File: config.mk
export PLATFORM = sky130hd
export DESIGN_NAME = mixcol_addkey_serial
export DESIGN_NICKNAME = d
export VERILOG_FILES = /design/src/rtl/mixcol_addkey_serial.sv
export SDC_FILE = /design/constraint.sdc
export NUM_CORES = 1
export LEC_CHECK = 0
export ABC_AREA = 1
export BUFFER_PORTS_ARGS = -buffer_cell sky130_fd_sc_hd__buf_2
export CAP_MARGIN = 30
export CORE_MARGIN = 4
export CORE_UTILIZATION = 25
export CTS_BUF_LIST = sky130_fd_sc_hd__clkbuf_4 sky130_fd_sc_hd__clkbuf_8 sky130_fd_sc_hd__clkbuf_16
export DETAILED_ROUTE_END_ITERATION = 10
export HOLD_SLACK_MARGIN = 0.02
export PLACE_DENSITY = 0.51
export SLEW_MARGIN = 10
export SYNTH_ARGS = -nofsm -noshare
export SYNTH_HDL_FRONTEND = slang
export SYNTH_SLANG_ARGS = --single-unit
File: constraint.sdc
create_clock -name clk -period 3.6 [get_ports clk]
set_input_delay 0.36 -clock clk [delete_from_list [all_inputs] [get_ports clk]]
set_output_delay 0.36 -clock clk [all_outputs]
set_load 0.1 [all_outputs]
File: src/rtl/mixcol_addkey_serial.sv
// Column-serial AES MixColumns + AddRoundKey: one column per clock, result held until accepted.
// Optional macro MIXCOL_LASTROUND_EN adds a last_round input that bypasses MixColumns.
module mixcol_addkey_serial (
   input  logic         clk,
   input  logic         rst_n,
   input  logic         in_valid,
   output logic         in_ready,
   input  logic [127:0] state_in,
   input  logic [127:0] key_in,
`ifdef MIXCOL_LASTROUND_EN
   input  logic         last_round,
`endif
   output logic         out_valid,
   input  logic         out_ready,
   output logic [127:0] state_out,
   output logic         busy
);

   typedef enum logic [1:0] {IDLE, RUN, DONE} fsm_t;

   fsm_t         fsm_reg;
   logic [127:0] data_reg;
   logic [127:0] key_reg;
   logic [1:0]   col_reg;
   logic         in_ready_reg;
   logic         out_valid_reg;
   logic         busy_reg;
   logic         bypass;

   logic [6:0]   col_base;
   logic [31:0]  col_data;
   logic [31:0]  col_key;
   logic [31:0]  col_mixed;
   logic [31:0]  col_next;
   logic [7:0]   col_byte [4];

   function automatic logic [7:0] xtime(input logic [7:0] b);
      return {b[6:0], 1'b0} ^ (b[7] ? 8'h1b : 8'h00);
   endfunction

`ifdef MIXCOL_LASTROUND_EN
   logic last_round_reg;
   assign bypass = last_round_reg;
`else
   assign bypass = 1'b0;
`endif

   assign col_base = {col_reg, 5'b00000};
   assign col_data = data_reg[col_base +: 32];
   assign col_key  = key_reg[col_base +: 32];

   // Row r output: 2*a[r] ^ 3*a[r+1] ^ a[r+2] ^ a[r+3], indices mod 4.
   genvar gi;
   generate
      for (gi = 0; gi < 4; gi++) begin : g_row
         assign col_byte[gi] = col_data[8*gi +: 8];
         assign col_mixed[8*gi +: 8] = xtime(col_byte[gi])
                                     ^ xtime(col_byte[(gi+1)%4]) ^ col_byte[(gi+1)%4]
                                     ^ col_byte[(gi+2)%4]
                                     ^ col_byte[(gi+3)%4];
      end
   endgenerate

   assign col_next  = (bypass ? col_data : col_mixed) ^ col_key;

   assign in_ready  = in_ready_reg;
   assign out_valid = out_valid_reg;
   assign busy      = busy_reg;
   assign state_out = data_reg;

   always_ff @(posedge clk or negedge rst_n) begin
      if (!rst_n) begin
         fsm_reg        <= IDLE;
         data_reg       <= '0;
         key_reg        <= '0;
         col_reg        <= 2'd0;
         in_ready_reg   <= 1'b1;
         out_valid_reg  <= 1'b0;
         busy_reg       <= 1'b0;
`ifdef MIXCOL_LASTROUND_EN
         last_round_reg <= 1'b0;
`endif
      end else begin
         case (fsm_reg)
            IDLE: begin
               if (in_valid) begin
                  data_reg       <= state_in;
                  key_reg        <= key_in;
                  col_reg        <= 2'd0;
                  fsm_reg        <= RUN;
                  in_ready_reg   <= 1'b0;
                  busy_reg       <= 1'b1;
`ifdef MIXCOL_LASTROUND_EN
                  last_round_reg <= last_round;
`endif
               end
            end
            RUN: begin
               data_reg[col_base +: 32] <= col_next;
               col_reg <= col_reg + 2'd1;
               if (col_reg == 2'd3) begin
                  fsm_reg       <= DONE;
                  out_valid_reg <= 1'b1;
               end
            end
            DONE: begin
               if (out_ready) begin
                  fsm_reg       <= IDLE;
                  out_valid_reg <= 1'b0;
                  busy_reg      <= 1'b0;
                  in_ready_reg  <= 1'b1;
               end
            end
            default: begin
               fsm_reg       <= IDLE;
               out_valid_reg <= 1'b0;
               busy_reg      <= 1'b0;
               in_ready_reg  <= 1'b1;
            end
         endcase
      end
   end

endmodule

==> results of run 1 <==
-- routing by layer --
metal  track usage  vias up  wire (um)
li1              -     8457          -
met1         0.253     8101      30400
met2         0.352      556      36400
met3        0.0347      104       4530
met4        0.0643        4       2400
met5             0        -         22
-- worst register-to-register path, delay by kind of cell, from the launching register on --
| kind | cells | cell delay (ns) |
|---|---|---|
| adder cells (fa/ha/maj) | 1 | 0.26 |
| AND/OR/NAND/NOR | 5 | 0.98 |
| flip-flops | 1 | 0.55 |
| buffers and inverters | 4 | 0.97 |
-- final timing paths --
path	startpoint	to	slack (ns)
setup reg to reg	col_reg[0]$_DFFE_PN0P_	state_out[65]$_DFFE_PN0P_	0.78
hold / removal	key_in[97]	key_reg[97]$_DFFE_PN0P_	0.03
hold reg to reg	in_ready$_DFFE_PN1P_	in_ready$_DFFE_PN1P_	0.47
setup / recovery	col_reg[0]$_DFFE_PN0P_	state_out[65]$_DFFE_PN0P_	0.78
max in group asynchronous	rst_n	state_out[88]$_DFFE_PN0P_	2.25
min in group asynchronous	rst_n	key_reg[2]$_DFFE_PN0P_	0.45
-- what timing repair did --
item,CTS,global route
hold buffers,71,0
setup buffers,0,0
hold endpoints to repair,151,0
-- layout by cell type, fill, tap and decap left out, types with 11 or more instances in the layout --
master         netlist  layout
nand2_1           1221    1219
xnor2_2             18      18
xnor2_1             45      45
buf_4                7      31
a31oi_1             45      45
clkbuf_16            0      37
dfrtp_1            262     260
nand3_1            179     179
inv_1              123     122
a21oi_1             70      70
dlygate4sd3_1        0      71
nand2_2             26      27
buf_12               1      11
nor2_1             137     136
buf_2               34     389
xor2_1              25      25
nand4_1             49      49
nand3_2             14      14
nor2_2              10      11
clkbuf_8             0      11
o21ai_0             21      21
-- logic make-up after synthesis --
family | after synthesis | synth area share
adders and majority gates | 4 | 0.00302
buffers and inverters | 271 | 0.0773
and+or+nand+nor | 1654 | 0.412
AOI/OAI and AO/OA | 153 | 0.0523
DFF | 263 | 0.397
xor gates and xnor gates | 91 | 0.0582
-- metrics by stage --
step	util	hold slack (ns)	cells	setup slack (ns)
after floorplan	-	0.0644	2436	0.874
after global placement	0.295	0.452	3592	0.759
after detailed placement	0.295	0.455	3592	0.783
after CTS	0.326	0.0201	3729	0.780
after global routing	0.326	0.0368	3731	0.594
final	0.326	0.0348	3736	0.778
-- layout make-up --
| type | instances | area (um2) |
|---|---|---|
| repair buffers | 504 | 3150 |
| fillers | 7202 | 44300 |
| clock buffers | 52 | 1110 |
| flip-flops and latches | 263 | 6590 |
| well taps | 864 | 1080 |
| inverters | 131 | 505 |
| multi-input cells | 1902 | 8780 |
| diodes | 6 | 15.0 |
| clock inverters | 14 | 211 |
==> metrics.cfg, run 1 <==
[yosys]
ys_types = 43
synth_fp_nets = 2700
ys_seq_elements = 263
synthFlopType = dfrtp_1
yosysMostFrequentCell = nand2_1
synth_top_cell_by_area = dfrtp_1
synthCells = 2436
asyncSetResetFlopFracSynth = 1.00
syn_area_um2 = 16600
ys_seq_area_frac = 0.397
synth_edf_count = 0
synth_commonest_cells = nand2_1 (1221), dfrtp_1 (262), nand3_1 (179)
yosysTopAreaCellShare = 0.395
ys_top_cells_by_area = dfrtp_1 (40%), nand2_1 (28%), nand3_1 (5.4%), nor2_1 (3.1%), inv_1 (2.8%)
avgSynthCellArea_um2 = 6.81
yosysWarnings = 0

[floorplanning]
dieArea_um2 = 70500
initial_core_util = 0.252
row_count = 94
ioPinCount = 391
die_w_um = 266
coreArea_um2 = 65700
die_h_um = 266

[timing]
grt_setup_unrepaired = false
fmax_mhz = 354
finalCriticalPeriod_ns = 2.82
clock_skew_ns = 0.0277
period_share = 0.784
slew_viol_final = 0
worstMarginPinSlew_ns = 0.769
finalHoldViolCount = 0
relSlewSlack = 0.487
fin_setup_tns_ns = 0
setup_viol = 0

[finish]
area_delta_synth_final_pct = 29.3
drive_above_1_share = 0.210
final_area_um2 = 21400
nets = 3102

[critical_path]
worstPathMaxFanout = 47
worstPathRequired_ns = 4.07
cpMostUsedCell = nand2_1
slowest_stage = nor4_4
cp_top_family = buffers and inverters
cp-start-kind = flip-flop
cp_num_buf_inv = 4
cp.arrival_ns = 3.30
end_kind = flip-flop
crit_chain = inv_8, buf_4, ha_1, inv_1, nor4_4, buf_12, nand3_1, nand2_1, nand2_1, nand2_1
worst-path-stages = 10
crit_type = flip-flop to flip-flop
ff2ff_path_depth = 10
cpPeakStageDelay_ns = 0.66

[clock_network]
cts_buffers = 36
clk_latency_ns = 0.55
clkTransAtPathRegs_ns = 0.06
clockBufferDepth = 3
cts_num_sinks = 263
root_buffer = clkbuf_16
post_cts_resize_count = 0
htreeDepth = 2
tritoncts = built

[global_routing]
grt_first_pass_wirelength_um = 108000
grt_max_degree = 97
grt_usage = 0.201
overflow = 0
grt_pass1_vias = 16900
antenna_found_initial = 8

[run_status]
status = completed

[routing]
avgRoutedWirePerCell_um = 19.7
drc = 0
ant_nets = 0
vias = 17200
wl_um = 73800
first_pass_iters = 6
vias_per_cell = 4.61
detail_route.iter0.violations = 1235

[worst_hold_path]
hold_depth = 3
hold_class = primary input to flip-flop

[run]
max-cap-violations = 0

[placed_design]
portBuffers = 390
placed_area_um2 = 19400
gp_congestion = 0.911
dp_hpwl_um = 55100

Power of run 1 is not shown: default switching activity piles up to over one toggle a cycle in this logic, so the estimate is an artifact.
==> run 2: changes to the inputs <==
--- a/config.mk
+++ b/config.mk
@@ -13,7 +13,7 @@
 export CTS_BUF_LIST = sky130_fd_sc_hd__clkbuf_4 sky130_fd_sc_hd__clkbuf_8 sky130_fd_sc_hd__clkbuf_16
 export DETAILED_ROUTE_END_ITERATION = 10
 export HOLD_SLACK_MARGIN = 0.02
-export PLACE_DENSITY = 0.51
+export PLACE_DENSITY = 0.53
 export SLEW_MARGIN = 10
 export SYNTH_ARGS = -nofsm -noshare
 export SYNTH_HDL_FRONTEND = slang
==> constraint.sdc (replaced) <==
create_clock -name clk -period 2.55 [get_ports clk]
set_input_delay 0.255 -clock clk [delete_from_list [all_inputs] [get_ports clk]]
set_output_delay 0.255 -clock clk [all_outputs]
set_load 0.1 [all_outputs]
==> run 2 against run 1 <==
Compared with the run above:
- flip-flop and latch count unchanged
- utilization is 4.1 points higher
- wire length is 4.2% higher
- register-to-register slack lost 0.70 ns
- first-iteration DRC count rose by 11%
- critical path depth rose by 3
- worst setup slack got worse by 0.70 ns
- hold slack improved by 0.0035 ns
- sequential share of layout area down 3.5 points
- clock skew grew 0.0055 ns
- critical endpoint is now state_out[109]$_DFFE_PN0P_
- highest routed layer is now met4
==> metrics.cfg, run 2 (same netlist as run 1, synthesis figures left out) <==
[finish]
final_cell_mix = nand2_1 (1186), buf_2 (389), dfrtp_1 (260)  ; was nand2_1 (1219), buf_2 (389), dfrtp_1 (260)
drive_above_1_share = 0.249  ; was 0.210
area_delta_synth_final_pct = 45.7  ; was 29.3%
regArea_um2 = 6590  ; unchanged
multi_input_area_um2 = 9150  ; was 8780 um2
fillers = 6934  ; was 7202
nets = 3332  ; was 3102
final_area_um2 = 24200  ; was 21400 um2
final_common_cell = nand2_1  ; unchanged

[timing]
fin_setup_tns_ns = 0  ; unchanged
setup_viol = 0  ; unchanged
finalCriticalPeriod_ns = 2.48  ; was 2.82 ns
fmax_mhz = 404  ; was 354 MHz
finalHoldViolCount = 0  ; unchanged
finalWorstSetupSlack_ns = 0.0748  ; was 0.778 ns
slew_viol_final = 0  ; unchanged
period_share = 0.971  ; was 0.784
clock_skew_ns = 0.0332  ; was 0.0277 ns
relSlewSlack = 0.517  ; was 0.487
grt_setup_unrepaired = true  ; was false
worstMarginPinSlew_ns = 0.723  ; was 0.769 ns

[worst_hold_path]
hold_class = primary input to flip-flop  ; unchanged

[run]
max-cap-violations = 0  ; unchanged

[critical_path]
cp.arrival_ns = 2.95  ; was 3.30 ns
crit_chain = clkinv_8, buf_16, nand2_1, nand3_1, nand2_2, xnor2_2, buf_12, xor2_1, nand2_1, nand2_1, buf_12, nand4_1, a21oi_1  ; was inv_8, buf_4, ha_1, inv_1, nor4_4, buf_12, nand3_1, nand2_1, nand2_1, nand2_1
slowest_stage = dfrtp_4  ; was nor4_4
crit_type = flip-flop to flip-flop  ; unchanged
r2r_setup_slack_ns = 0.07  ; was 0.78 ns
worstPathMaxFanout = 20  ; was 47
worstPathRequired_ns = 3.03  ; was 4.07 ns
cp-start-kind = flip-flop  ; unchanged
cpPeakStageDelay_ns = 0.55  ; was 0.66 ns
end_kind = flip-flop  ; unchanged
cpMostUsedCell = nand2_1  ; unchanged

[global_routing]
grt_usage = 0.209  ; was 0.201
grt_max_degree = 126  ; was 97
grt_first_pass_wirelength_um = 113000  ; was 108000 um
antenna_found_initial = 1  ; was 8
grt_pass1_vias = 18200  ; was 16900
overflow = 0  ; unchanged

[floorplanning]
initial_core_util = 0.252  ; unchanged
die_h_um = 266  ; unchanged
die_w_um = 266  ; unchanged
ioPinCount = 391  ; unchanged
dieArea_um2 = 70500  ; unchanged
coreArea_um2 = 65700  ; unchanged
row_count = 94  ; unchanged

[clock_network]
tritoncts = built  ; unchanged
clkTransAtPathRegs_ns = 0.06  ; about the same
clockBufferDepth = 3  ; unchanged
htreeDepth = 2  ; unchanged
cts_num_sinks = 263  ; unchanged
cts_buffers = 34  ; was 36
clk_latency_ns = 0.55  ; about the same
root_buffer = clkbuf_16  ; unchanged

[routing]
avgRoutedWirePerCell_um = 19.4  ; was 19.7 um
detail_route.iter0.violations = 1366  ; was 1235
wl_um = 76900  ; was 73800 um
drc = 0  ; unchanged
vias_per_cell = 4.63  ; was 4.61
first_pass_iters = 5  ; was 6
vias = 18300  ; was 17200
ant_nets = 0  ; unchanged

[placed_design]
gp_congestion = 0.901  ; was 0.911
portBuffers = 390  ; unchanged
placed_area_um2 = 20500  ; was 19400 um2
pre_cts_ws_ns = -0.111  ; was 0.783 ns
dp_hpwl_um = 57800  ; was 55100 um

[run_status]
status = completed  ; unchanged

run 2: changes by cell type in the layout (fill, tap and decap cells not counted), sizes merged:
cell,change
clkinv,+2
buf,+116
inv,-1
diode,-5
clkbuf,-6
dlygate4sd3,+114
bufinv,+1
clkinvlp,-1
bufbuf,+1
run 2: what timing repair did:
action,CTS,global route
hold buffers,185,0
gates resized for setup,4,80
buffers inserted,0,18
gates cloned,1,1
endpoints found under the setup margin,20,87
pin swaps,0,13
endpoints found under the hold margin,235,0
run 2: per-stage QoR:
step                       util  hold WS [ns]  cells
after detailed placement  0.311         0.246   3691
after global routing      0.368        0.0499   3956
after global placement    0.311         0.238   3691
final                     0.368        0.0382   3957
after floorplan               -       -0.0406   2436
after CTS                 0.359        0.0207   3937
run 2: critical path, delay by kind of cell (launching register included):
family | cells | cell delay, ns
compound gates | 1 | 0.17
xor+xnor | 2 | 0.44
buf+inv | 4 | 0.59
flops | 1 | 0.55
simple gates | 6 | 0.66
run 2: final cells by class:
class                   count  share of cell area
repair buffers            736               0.232
well taps                 864              0.0447
diodes                      1            0.000104
inverters                 131              0.0213
multi-input cells        1902               0.379
clock buffers              45              0.0409
flip-flops and latches    263               0.273
clock inverters            15              0.0100
run 2: path summary, 6_finish.rpt:
path | from | cells after the start | end
setup / recovery | col_reg[0]$_DFFE_PN0P_ | 13 | state_out[109]$_DFFE_PN0P_
min in group asynchronous | rst_n | 2 | key_reg[33]$_DFFE_PN0P_
hold reg to reg | out_valid$_DFFE_PN0P_ | 2 | out_valid$_DFFE_PN0P_
max in group asynchronous | rst_n | 3 | key_reg[63]$_DFFE_PN0P_
setup reg to reg | col_reg[0]$_DFFE_PN0P_ | 13 | state_out[109]$_DFFE_PN0P_
hold / removal | state_in[94] | 5 | state_out[94]$_DFFE_PN0P_
run 2: routing by layer:
metal | share of wire | global-route usage | up-vias
met3 | 0.048 | 0.0278 | 138
met1 | 0.42 | 0.268 | 8707
met5 | 0 | 0 | -
li1 | - | - | 8914
met2 | 0.50 | 0.368 | 558
met4 | 0.032 | 0.0646 | 0
Power of run 2 is left out for the same reason.
==> run 3: changes to the inputs <==
--- a/config.mk
+++ b/config.mk
@@ -8,7 +8,7 @@
 export ABC_AREA = 1
 export BUFFER_PORTS_ARGS = -buffer_cell sky130_fd_sc_hd__buf_2
 export CAP_MARGIN = 30
-export CORE_MARGIN = 4
+export CORE_MARGIN = 2
 export CORE_UTILIZATION = 25
 export CTS_BUF_LIST = sky130_fd_sc_hd__clkbuf_4 sky130_fd_sc_hd__clkbuf_8 sky130_fd_sc_hd__clkbuf_16
 export DETAILED_ROUTE_END_ITERATION = 10
==> run 3 against run 2 <==
Compared with the run above:
- utilization is 1.2 points higher
- critical path type unchanged
- largest cell class unchanged
- global-route usage is 0.74 points higher
- non-clock buffer count grew 16
- die area fell by 3.0%
- design area grew 3.2%
==> metrics.cfg, run 3 (same netlist as run 1, synthesis figures left out) <==
[run_status]
status = completed  ; unchanged

[critical_path]
cp.arrival_ns = 2.99  ; was 2.95 ns
end_kind = flip-flop  ; unchanged
slowest_stage = dfrtp_4  ; unchanged
cp-start-kind = flip-flop  ; unchanged
crit_chain = buf_4, clkinv_8, clkbuf_16, nand2_1, nand3_1, nand2_2, buf_4, xnor2_1, nand3b_1, nand2_1, nor2_2, nand3_1, nand2_1, nand2_1, nand2_1  ; was clkinv_8, buf_16, nand2_1, nand3_1, nand2_2, xnor2_2, buf_12, xor2_1, nand2_1, nand2_1, buf_12, nand4_1, a21oi_1
worstPathMaxFanout = 14  ; was 20
cpPeakStageDelay_ns = 0.51  ; was 0.55 ns
crit_type = flip-flop to flip-flop  ; unchanged
cpMostUsedCell = nand2_1  ; unchanged
worstPathRequired_ns = 3.06  ; was 3.03 ns

[routing]
vias_per_cell = 4.72  ; was 4.63
drc = 0  ; unchanged
ant_nets = 0  ; unchanged
detail_route.iter0.violations = 1349  ; was 1366
first_pass_iters = 7  ; was 5
vias = 18700  ; was 18300
wl_um = 79800  ; was 76900 um
avgRoutedWirePerCell_um = 20.1  ; was 19.4 um

[timing]
grt_setup_unrepaired = true  ; unchanged
relSlewSlack = 0.508  ; was 0.517
fin_setup_tns_ns = 0  ; unchanged
worstMarginPinSlew_ns = 0.738  ; was 0.723 ns
fmax_mhz = 403  ; was 404 MHz
finalCriticalPeriod_ns = 2.48  ; about the same
clock_skew_ns = 0.0317  ; was 0.0332 ns
finalHoldViolCount = 0  ; unchanged
setup_viol = 0  ; unchanged
slew_viol_final = 0  ; unchanged
hold-worst-slack_ns = 0.0452  ; was 0.0382 ns
period_share = 0.972  ; was 0.971

[clock_network]
clkTransAtPathRegs_ns = 0.06  ; about the same
clockBufferDepth = 3  ; unchanged
cts_num_sinks = 263  ; unchanged
htreeDepth = 2  ; unchanged
tritoncts = built  ; unchanged
root_buffer = clkbuf_16  ; unchanged
cts_buffers = 34  ; unchanged
clk_latency_ns = 0.57  ; was 0.55 ns

[placed_design]
dp_hpwl_um = 55400  ; was 57800 um
post-place-cells = 3665  ; was 3691
portBuffers = 390  ; unchanged
gp_congestion = 0.921  ; was 0.901

[finish]
final_cells = 3972  ; was 3957
nets = 3349  ; was 3332
final_common_cell = nand2_1  ; unchanged
final_cell_mix = nand2_1 (1148), buf_2 (389), dfrtp_1 (260)  ; was nand2_1 (1186), buf_2 (389), dfrtp_1 (260)
post-route-util = 0.379  ; was 0.368
area_delta_synth_final_pct = 50.4  ; was 45.7%
drive_above_1_share = 0.269  ; was 0.249

[global_routing]
grt_pass1_vias = 18100  ; was 18200
grt_usage = 0.217  ; was 0.209
grt_max_degree = 126  ; unchanged
overflow = 0  ; unchanged
antenna_found_initial = 3  ; was 1
grt_first_pass_wirelength_um = 111000  ; was 113000 um

[floorplanning]
coreArea_um2 = 65700  ; unchanged
ioPinCount = 391  ; unchanged
initial_core_util = 0.252  ; unchanged
row_count = 94  ; unchanged
dieArea_um2 = 68400  ; was 70500 um2
die_w_um = 262  ; was 266 um
die_h_um = 262  ; was 266 um

[worst_hold_path]
hold_class = primary input to flip-flop  ; unchanged

[run]
max-cap-violations = 0  ; unchanged

## run 3: cell type report
type                    count  area (um2)
inverters                 131         512
fillers                  6896       40800
clock inverters             6        61.3
clock buffers              52        1050
multi-input cells        1902        9670
flip-flops and latches    263        6590
diodes                      1        2.50
repair inverters            1        16.3
well taps                 864        1080
repair buffers            752        5960
## run 3: final timing paths
kind                                         from                         end  slack (ns)  depth (start not counted)
min                                 state_in[123]  state_out[123]$_DFFE_PN0P_        0.05                          5
max reg2reg                col_reg[0]$_DFFE_PN0P_   state_out[46]$_DFFE_PN0P_        0.07                         15
min in group asynchronous                   rst_n     key_reg[97]$_DFFE_PN0P_        0.22                          2
max in group asynchronous                   rst_n   state_out[62]$_DFFE_PN0P_        1.54                          3
min reg2reg                      busy$_DFFE_PN0P_            busy$_DFFE_PN0P_        0.46                          2
max                        col_reg[0]$_DFFE_PN0P_   state_out[46]$_DFFE_PN0P_        0.07                         15
## run 3: critical path, delay by kind of cell (launching register included)
| kind | cells | cell delay, ns |
|---|---|---|
| buffers and inverters | 4 | 0.63 |
| DFF | 1 | 0.51 |
| xor gates and xnor gates | 1 | 0.21 |
| and+or+nand+nor | 10 | 1.05 |
## run 3: metrics by stage
stage	setup slack (ns)	instance area [um2]
2_1_floorplan	0.0517	16600
3_3_place_gp	0.0725	20200
3_5_place_dp	0.0477	20200
4_1_cts	0.0412	23500
5_1_grt	-0.0395	24900
6_report	0.0707	24900
## run 3: timing repair
item,CTS,global route
hold buffers,210,0
endpoints found under the setup margin,1,85
cloned,0,13
setup buffers,0,25
pin swaps,0,44
resized for setup,1,201
endpoints found under the hold margin,260,0
## run 3: per-layer routing
| metal | track usage | routed length (um) |
|---|---|---|
| met1 | 0.267 | 32600 |
| met3 | 0.0309 | 4670 |
| met4 | 0.0857 | 3230 |
| met2 | 0.380 | 39300 |
| met5 | 0 | 30 |
Power of run 3 is left out for the same reason.
